--- config.mk ---
export PLATFORM = sky130hd
export DESIGN_NAME = mem_arbiter
export DESIGN_NICKNAME = d
export VERILOG_FILES = /design/src/rtl/mem_arbiter_pkg.sv /design/src/rtl/mem_arbiter_req_slot.sv /design/src/rtl/mem_arbiter.sv
export SDC_FILE = /design/constraint.sdc
export NUM_CORES = 1
export LEC_CHECK = 0
export CORE_AREA = 2 2 180 182
export CTS_BUF_LIST = sky130_fd_sc_hd__clkbuf_16
export CTS_CLUSTER_DIAMETER = 120
export DETAILED_ROUTE_END_ITERATION = 10
export DIE_AREA = 0 0 182 184
export PLACE_DENSITY_LB_ADDON = 0.05
export SYNTH_ARGS = -nofsm -noshare
export SYNTH_HDL_FRONTEND = slang
export SYNTH_HIERARCHICAL = 1
export SYNTH_SLANG_ARGS = --single-unit
--- constraint.sdc ---
create_clock -name clock -period 2.99 [get_ports clock]
set_clock_uncertainty 0.2 [all_clocks]
set_input_delay 0.4485 -clock clock [delete_from_list [all_inputs] [get_ports clock]]
set_output_delay 0.4485 -clock clock [all_outputs]
set_load 0.1 [all_outputs]
--- src/rtl/mem_arbiter_pkg.sv ---
`default_nettype none
// ============================================================================
//  Module   : arb_defines (package)
//  Brief    : Shared types and constants for the mem_arbiter slice: arbiter
//             state encoding, access-size codes, request payload record and
//             the data word returned on a watchdog timeout.
//  Revision : 1.0 - initial release
// ============================================================================
package arb_defines;

    typedef enum logic [1:0] {
        ARB_IDLE = 2'd0,
        ARB_IFU  = 2'd1,
        ARB_LSU  = 2'd2
    } arb_state;

    localparam logic [1:0]  SIZE_B = 2'd0;
    localparam logic [1:0]  SIZE_H = 2'd1;
    localparam logic [1:0]  SIZE_W = 2'd2;

    localparam logic [31:0] ARB_TIMEOUT_RDATA = 32'hDEADBEEF;

    // One captured memory request, exactly as it will be driven on mem_*
    typedef struct packed {
        logic [31:0] addr;
        logic [1:0]  size;
        logic        wen;
        logic [31:0] wdata;
        logic [3:0]  wmask;
    } arb_req_t;

endpackage
`default_nettype wire

--- src/rtl/mem_arbiter_req_slot.sv ---
`default_nettype none
// ============================================================================
//  Module   : arb_req_slot
//  Brief    : Pending flag plus payload register for one requesting master.
//             A request pulse is taken only when nothing is pending for this
//             master and it does not own the bus (its own response cycle
//             counts as free). Issue clears the pending flag.
//  Revision : 1.0 - initial release
// ============================================================================
module arb_req_slot
    import arb_defines::*;
(
    input  logic     clock,
    input  logic     reset,
    input  logic     i_req_valid,
    input  arb_req_t i_req,
    input  logic     i_in_flight,
    input  logic     i_issue,
    output logic     o_pend,
    output arb_req_t o_payload
);

    logic     r_pend;
    arb_req_t r_payload;
    logic     w_accept;

    assign w_accept  = i_req_valid && !r_pend && !i_in_flight;
    assign o_pend    = r_pend;
    assign o_payload = r_payload;

    // Capture a new request or retire the pending one when it is issued
    always_ff @(posedge clock or posedge reset) begin
        if (reset) begin
            r_pend    <= 1'b0;
            r_payload <= '0;
        end else if (w_accept) begin
            r_pend    <= 1'b1;
            r_payload <= i_req;
        end else if (i_issue) begin
            r_pend    <= 1'b0;
        end
    end

    // A pulse arriving while one is already pending or in flight is lost
    a_no_drop: assert property (@(posedge clock) disable iff (reset)
        i_req_valid |-> (!r_pend && !i_in_flight));

endmodule
`default_nettype wire

--- src/rtl/mem_arbiter.sv ---
`default_nettype none
// ============================================================================
//  Module   : mem_arbiter
//  Brief    : Merges the core's instruction-fetch and load/store ports onto a
//             single-outstanding memory bus and routes each response back to
//             the master that issued it.
//  Options  : MEM_ARB_TIMEOUT_EN - adds a response watchdog and mem_err port.
//  Revision : 1.0 - initial release
// ============================================================================
module mem_arbiter
    import arb_defines::*;
#(
    parameter int PRIO_LSU       = 1,
    parameter int TIMEOUT_CYCLES = 255
) (
    input  logic        clock,
    input  logic        reset,
    input  logic        io_ifu_reqValid,
    input  logic [31:0] io_ifu_addr,
    output logic        io_ifu_respValid,
    output logic [31:0] io_ifu_rdata,
    input  logic        io_lsu_reqValid,
    input  logic [31:0] io_lsu_addr,
    input  logic [1:0]  io_lsu_size,
    input  logic        io_lsu_wen,
    input  logic [31:0] io_lsu_wdata,
    input  logic [3:0]  io_lsu_wmask,
    output logic        io_lsu_respValid,
    output logic [31:0] io_lsu_rdata,
    output logic        mem_reqValid,
    output logic [31:0] mem_addr,
    output logic [1:0]  mem_size,
    output logic        mem_wen,
    output logic [31:0] mem_wdata,
    output logic [3:0]  mem_wmask,
    input  logic        mem_respValid,
    input  logic [31:0] mem_rdata
`ifdef MEM_ARB_TIMEOUT_EN
    ,
    output logic        mem_err
`endif
);

    arb_state    r_state;
    arb_state    w_next_state;
    arb_req_t    w_ifu_req;
    arb_req_t    w_lsu_req;
    arb_req_t    w_ifu_payload;
    arb_req_t    w_lsu_payload;
    arb_req_t    w_bus;
    logic        w_pend_ifu;
    logic        w_pend_lsu;
    logic        w_pick_lsu;
    logic        w_issue;
    logic        w_timeout;
    logic        w_done;
    logic        w_ifu_deliver;
    logic        w_lsu_deliver;
    logic [31:0] w_resp_data;
    logic [31:0] r_ifu_rdata;
    logic [31:0] r_lsu_rdata;

    // Fetches are always full-word reads
    assign w_ifu_req = '{addr: io_ifu_addr, size: SIZE_W, wen: 1'b0,
                         wdata: 32'd0, wmask: 4'hF};
    assign w_lsu_req = '{addr: io_lsu_addr, size: io_lsu_size, wen: io_lsu_wen,
                         wdata: io_lsu_wdata, wmask: io_lsu_wmask};

    arb_req_slot u_ifu_slot (
        .clock       (clock),
        .reset       (reset),
        .i_req_valid (io_ifu_reqValid),
        .i_req       (w_ifu_req),
        .i_in_flight ((r_state == ARB_IFU) && !w_ifu_deliver),
        .i_issue     (w_issue && !w_pick_lsu),
        .o_pend      (w_pend_ifu),
        .o_payload   (w_ifu_payload)
    );

    arb_req_slot u_lsu_slot (
        .clock       (clock),
        .reset       (reset),
        .i_req_valid (io_lsu_reqValid),
        .i_req       (w_lsu_req),
        .i_in_flight ((r_state == ARB_LSU) && !w_lsu_deliver),
        .i_issue     (w_issue && w_pick_lsu),
        .o_pend      (w_pend_lsu),
        .o_payload   (w_lsu_payload)
    );

    assign w_pick_lsu    = w_pend_lsu && ((PRIO_LSU != 0) || !w_pend_ifu);
    assign w_issue       = (r_state == ARB_IDLE) && (w_pend_ifu || w_pend_lsu);
    assign w_done        = (r_state != ARB_IDLE) && (mem_respValid || w_timeout);
    assign w_ifu_deliver = (r_state == ARB_IFU) && w_done;
    assign w_lsu_deliver = (r_state == ARB_LSU) && w_done;
    // A real response always beats a coincident timeout
    assign w_resp_data   = mem_respValid ? mem_rdata : ARB_TIMEOUT_RDATA;

`ifdef MEM_ARB_TIMEOUT_EN
    localparam int                 c_CNT_W    = $clog2(TIMEOUT_CYCLES + 1);
    localparam logic [c_CNT_W-1:0] c_CNT_LAST = c_CNT_W'(TIMEOUT_CYCLES - 1);
    logic [c_CNT_W-1:0] r_wait_cnt;

    // Count cycles spent waiting for the outstanding response
    always_ff @(posedge clock or posedge reset) begin
        if (reset) begin
            r_wait_cnt <= '0;
        end else if (w_issue) begin
            r_wait_cnt <= '0;
        end else if (r_state != ARB_IDLE) begin
            r_wait_cnt <= r_wait_cnt + c_CNT_W'(1);
        end
    end

    // Counter reads LAST in the TIMEOUT_CYCLES-th cycle after issue
    assign w_timeout = (r_state != ARB_IDLE) && (r_wait_cnt == c_CNT_LAST);
    assign mem_err   = w_timeout && !mem_respValid;
`else
    assign w_timeout = 1'b0;
`endif

    // State register
    always_ff @(posedge clock or posedge reset) begin
        if (reset) begin
            r_state <= ARB_IDLE;
        end else begin
            r_state <= w_next_state;
        end
    end

    // Next state: issue from idle, return to idle once the response lands
    always_comb begin
        w_next_state = r_state;
        case (r_state)
            ARB_IDLE: begin
                if (w_issue) begin
                    w_next_state = w_pick_lsu ? ARB_LSU : ARB_IFU;
                end
            end
            ARB_IFU, ARB_LSU: begin
                if (w_done) begin
                    w_next_state = ARB_IDLE;
                end
            end
            default: w_next_state = ARB_IDLE;
        endcase
    end

    // Outputs: one-cycle request pulse, payload held while in flight
    always_comb begin
        mem_reqValid     = 1'b0;
        w_bus            = '0;
        io_ifu_respValid = 1'b0;
        io_lsu_respValid = 1'b0;
        case (r_state)
            ARB_IDLE: begin
                if (w_issue) begin
                    mem_reqValid = 1'b1;
                    w_bus        = w_pick_lsu ? w_lsu_payload : w_ifu_payload;
                end
            end
            ARB_IFU: begin
                w_bus            = w_ifu_payload;
                io_ifu_respValid = w_done;
            end
            ARB_LSU: begin
                w_bus            = w_lsu_payload;
                io_lsu_respValid = w_done;
            end
            default: ;
        endcase
    end

    assign mem_addr  = w_bus.addr;
    assign mem_size  = w_bus.size;
    assign mem_wen   = w_bus.wen;
    assign mem_wdata = w_bus.wdata;
    assign mem_wmask = w_bus.wmask;

    // Remember the last word returned to each master
    always_ff @(posedge clock or posedge reset) begin
        if (reset) begin
            r_ifu_rdata <= 32'd0;
            r_lsu_rdata <= 32'd0;
        end else begin
            if (w_ifu_deliver) r_ifu_rdata <= w_resp_data;
            if (w_lsu_deliver) r_lsu_rdata <= w_resp_data;
        end
    end

    assign io_ifu_rdata = w_ifu_deliver ? w_resp_data : r_ifu_rdata;
    assign io_lsu_rdata = w_lsu_deliver ? w_resp_data : r_lsu_rdata;

endmodule
`default_nettype wire

==> impl_metrics.env <==
export IMPL_dp_cells=1417
export IMPL_root_buffer="clkbuf_16"
export IMPL_cts_hold_buf=0
export IMPL_multi_input_comb_area_um2=5460
export IMPL_syn_inst=726
export IMPL_critPathMaxFanout=32
export IMPL_yosysMostFrequentCell="dfrtp_1"
export IMPL_setup_ws_ps=31.7
export IMPL_async_flop_share=1.00
export IMPL_synth_distinct_cells=25
export IMPL_die_y_um=184
export IMPL_wl_per_cell_um=21.3
export IMPL_initial_core_util=0.348
export IMPL_ioPinCount=278
export IMPL_cp_end_kind="primary output"
export IMPL_num_vias=7322
export IMPL_drt_iter0_markers=367
export IMPL_wl_mm=31.6
export IMPL_yosys_area_top_type_share=0.482
export IMPL_fillers=2595
export IMPL_first_pass_iters=4
export IMPL_grt_pass1_wl_mm=48.7
export IMPL_netlist_top_cells_count="210 x dfrtp_1, 196 x mux2_4, 73 x o22ai_1"
export IMPL_tns_ps=0
export IMPL_status="completed"
export IMPL_dpl_worst_slack_ps=174
export IMPL_rows=65
export IMPL_instances_no_fill=1487
export IMPL_ff2ff_setup_slack_ps=560
export IMPL_arrival_ps=2310
export IMPL_max_slew_margin_rel=0.480
export IMPL_clkLatencyLatePin_ps=520
export IMPL_cts_tree="built"
export IMPL_postRouteAntennaNets=0
export IMPL_grt_remaining_overflow=0
export IMPL_synthTopCellsByArea="dfrtp_1 48%, mux2_4 27%, mux2i_1 6.5%, a22oi_1 4.9%, o22ai_1 4.2%"
export IMPL_ys_flop_type="dfrtp_1"
export IMPL_viasPerCell=4.92
export IMPL_synth_avg_cell_area_um2=15.0
export IMPL_cp_start_kind="flip-flop"
export IMPL_port_buffers=277
export IMPL_hp_class="in -> async"
export IMPL_cts_sinks=210
export IMPL_register_area_um2=5260
export IMPL_synth_area_um2=10900
export IMPL_grt_usage=0.189
export IMPL_area_growth_pct=55.3
export IMPL_grt_max_degree=46
export IMPL_route_detailed_drc=0
export IMPL_setup_viol=0
export IMPL_yosys_area_top_type="dfrtp_1"
export IMPL_place_hpwl_mm=21.3
export IMPL_synth_edf_count=0
export IMPL_worstMarginPinSlew_ps=780
export IMPL_numCtsBuffers=26
export IMPL_ys_ff_latch=210
export IMPL_die_w_um=182
export IMPL_htreeDepth=1
export IMPL_grt_pass1_vias=7637
export IMPL_layout_drive_gt1_share=0.447
export IMPL_gp_congestion=0.736
export IMPL_final_nets=1207
export IMPL_yosys_warnings=6
export IMPL_dieArea_um2=33500
export IMPL_design_core_area_um2=31400
export IMPL_fmax_mhz=338
export IMPL_rsz0062_at_grt="yes"
export IMPL_clk_path_buf_depth=3
export IMPL_path_class="reg -> out"
export IMPL_period_minus_slack_ps=2960
export IMPL_clk_pin_slew_ps=60
export IMPL_antenna_found_initial=3
export IMPL_slew_violations=0
export IMPL_hold_violations=0
export IMPL_maxCapViolations=0
export IMPL_seq_area_frac_synth=0.482
export IMPL_timing_final_crit_share=0.989
export IMPL_required_ps=2340
## worst max-delay path: stages, from the launching register on
cell	delay, ps
dfrtp_2	410
buf_4	160
ha_4	240
nand2b_4	190
buf_12	190
o22ai_1	340
buf_12	230
## worst paths after layout
| kind | depth (start not counted) | start | endpoint |
|---|---|---|---|
| min in group clock | 1 | r_ifu_rdata[11]$_DFF_PP0_ | r_ifu_rdata[11]$_DFF_PP0_ |
| max | 6 | r_state[1]$_DFFE_PP0P_ | mem_wen |
| min reg2reg | 1 | r_ifu_rdata[11]$_DFF_PP0_ | r_ifu_rdata[11]$_DFF_PP0_ |
| max reg2reg | 8 | r_state[1]$_DFFE_PP0P_ | u_lsu_slot/o_payload[16]$_DFFE_PP0P_ |
| min | 2 | reset | u_ifu_slot/o_payload[68]$_DFFE_PP0P_ |
| max in group asynchronous | 3 | reset | u_lsu_slot/o_payload[33]$_DFFE_PP0P_ |
## cell type report
cell class,instances,area share
multi-input combinational,479,0.322
clock inverter,20,0.00649
antenna,3,0.000443
clock buffer,27,0.0399
timing repair buffer,335,0.289
tap,402,0.0297
inverter,11,0.00258
sequential,210,0.310
## logic make-up after synthesis
| kind of cell | count (synthesis) | synth area share |
|---|---|---|
| multiplexers | 277 | 0.345 |
| adder cells (fa/ha/maj) | 4 | 0.00459 |
| flip-flops | 210 | 0.482 |
| AO/OA/AOI/OAI | 149 | 0.0946 |
| buffers and inverters | 74 | 0.0635 |
| AND/OR/NAND/NOR | 10 | 0.00998 |
| other | 2 | 0.000688 |
## layout by cell type (no fill, tap or decap), types with 4 or more instances in the layout
master and n:
clkbuf_16 27, o22ai_4 15, inv_1 12, o22ai_2 12, mux2i_1 71, mux2_4 196, a22oi_1 71, ha_4 4
buf_4 32, mux2_2 10, clkinv_2 9, o22ai_1 46, clkinv_1 6, buf_12 159, conb_1 39, dfrtp_1 208
clkdlybuf4s50_1 139
## what timing repair did
action / CTS / global route
setup endpoints to repair: 123 / 70
setup buffers: 10 / 9
pin swaps: 1 / 1
resized for setup: 8 / 15
cloned: 1 / 0
## sequential cells by signal, indices dropped and copies added, names as in the netlist
register,flops
u_lsu_slot/o_payload,71
u_lsu_slot/o_pend,1
r_lsu_rdata,32
r_ifu_rdata,32
r_state,2
u_ifu_slot/o_payload,71
u_ifu_slot/o_pend,1
## through the flow
stage          utilization  instance area, µm²  hold slack (ps)
2_1_floorplan            -               11300              303
6_report             0.540               17000              143
5_1_grt              0.540               16900              178
3_5_place_dp         0.506               15900              302
3_3_place_gp         0.506               15900              299
4_1_cts              0.535               16800              131
## per-layer routing
| metal | vias to the layer above | wire length (µm) | global-route usage |
|---|---|---|---|
| met1 | 3695 | 14800 | 0.271 |
| met5 | - | 0 | 0 |
| met3 | 36 | 1680 | 0.0386 |
| met2 | 204 | 14500 | 0.295 |
| met4 | 0 | 602 | 0.0400 |
| li1 | 3387 | - | - |
Power is not shown: default switching activity piles up to over one toggle a cycle in this logic, so the estimate is an artifact.
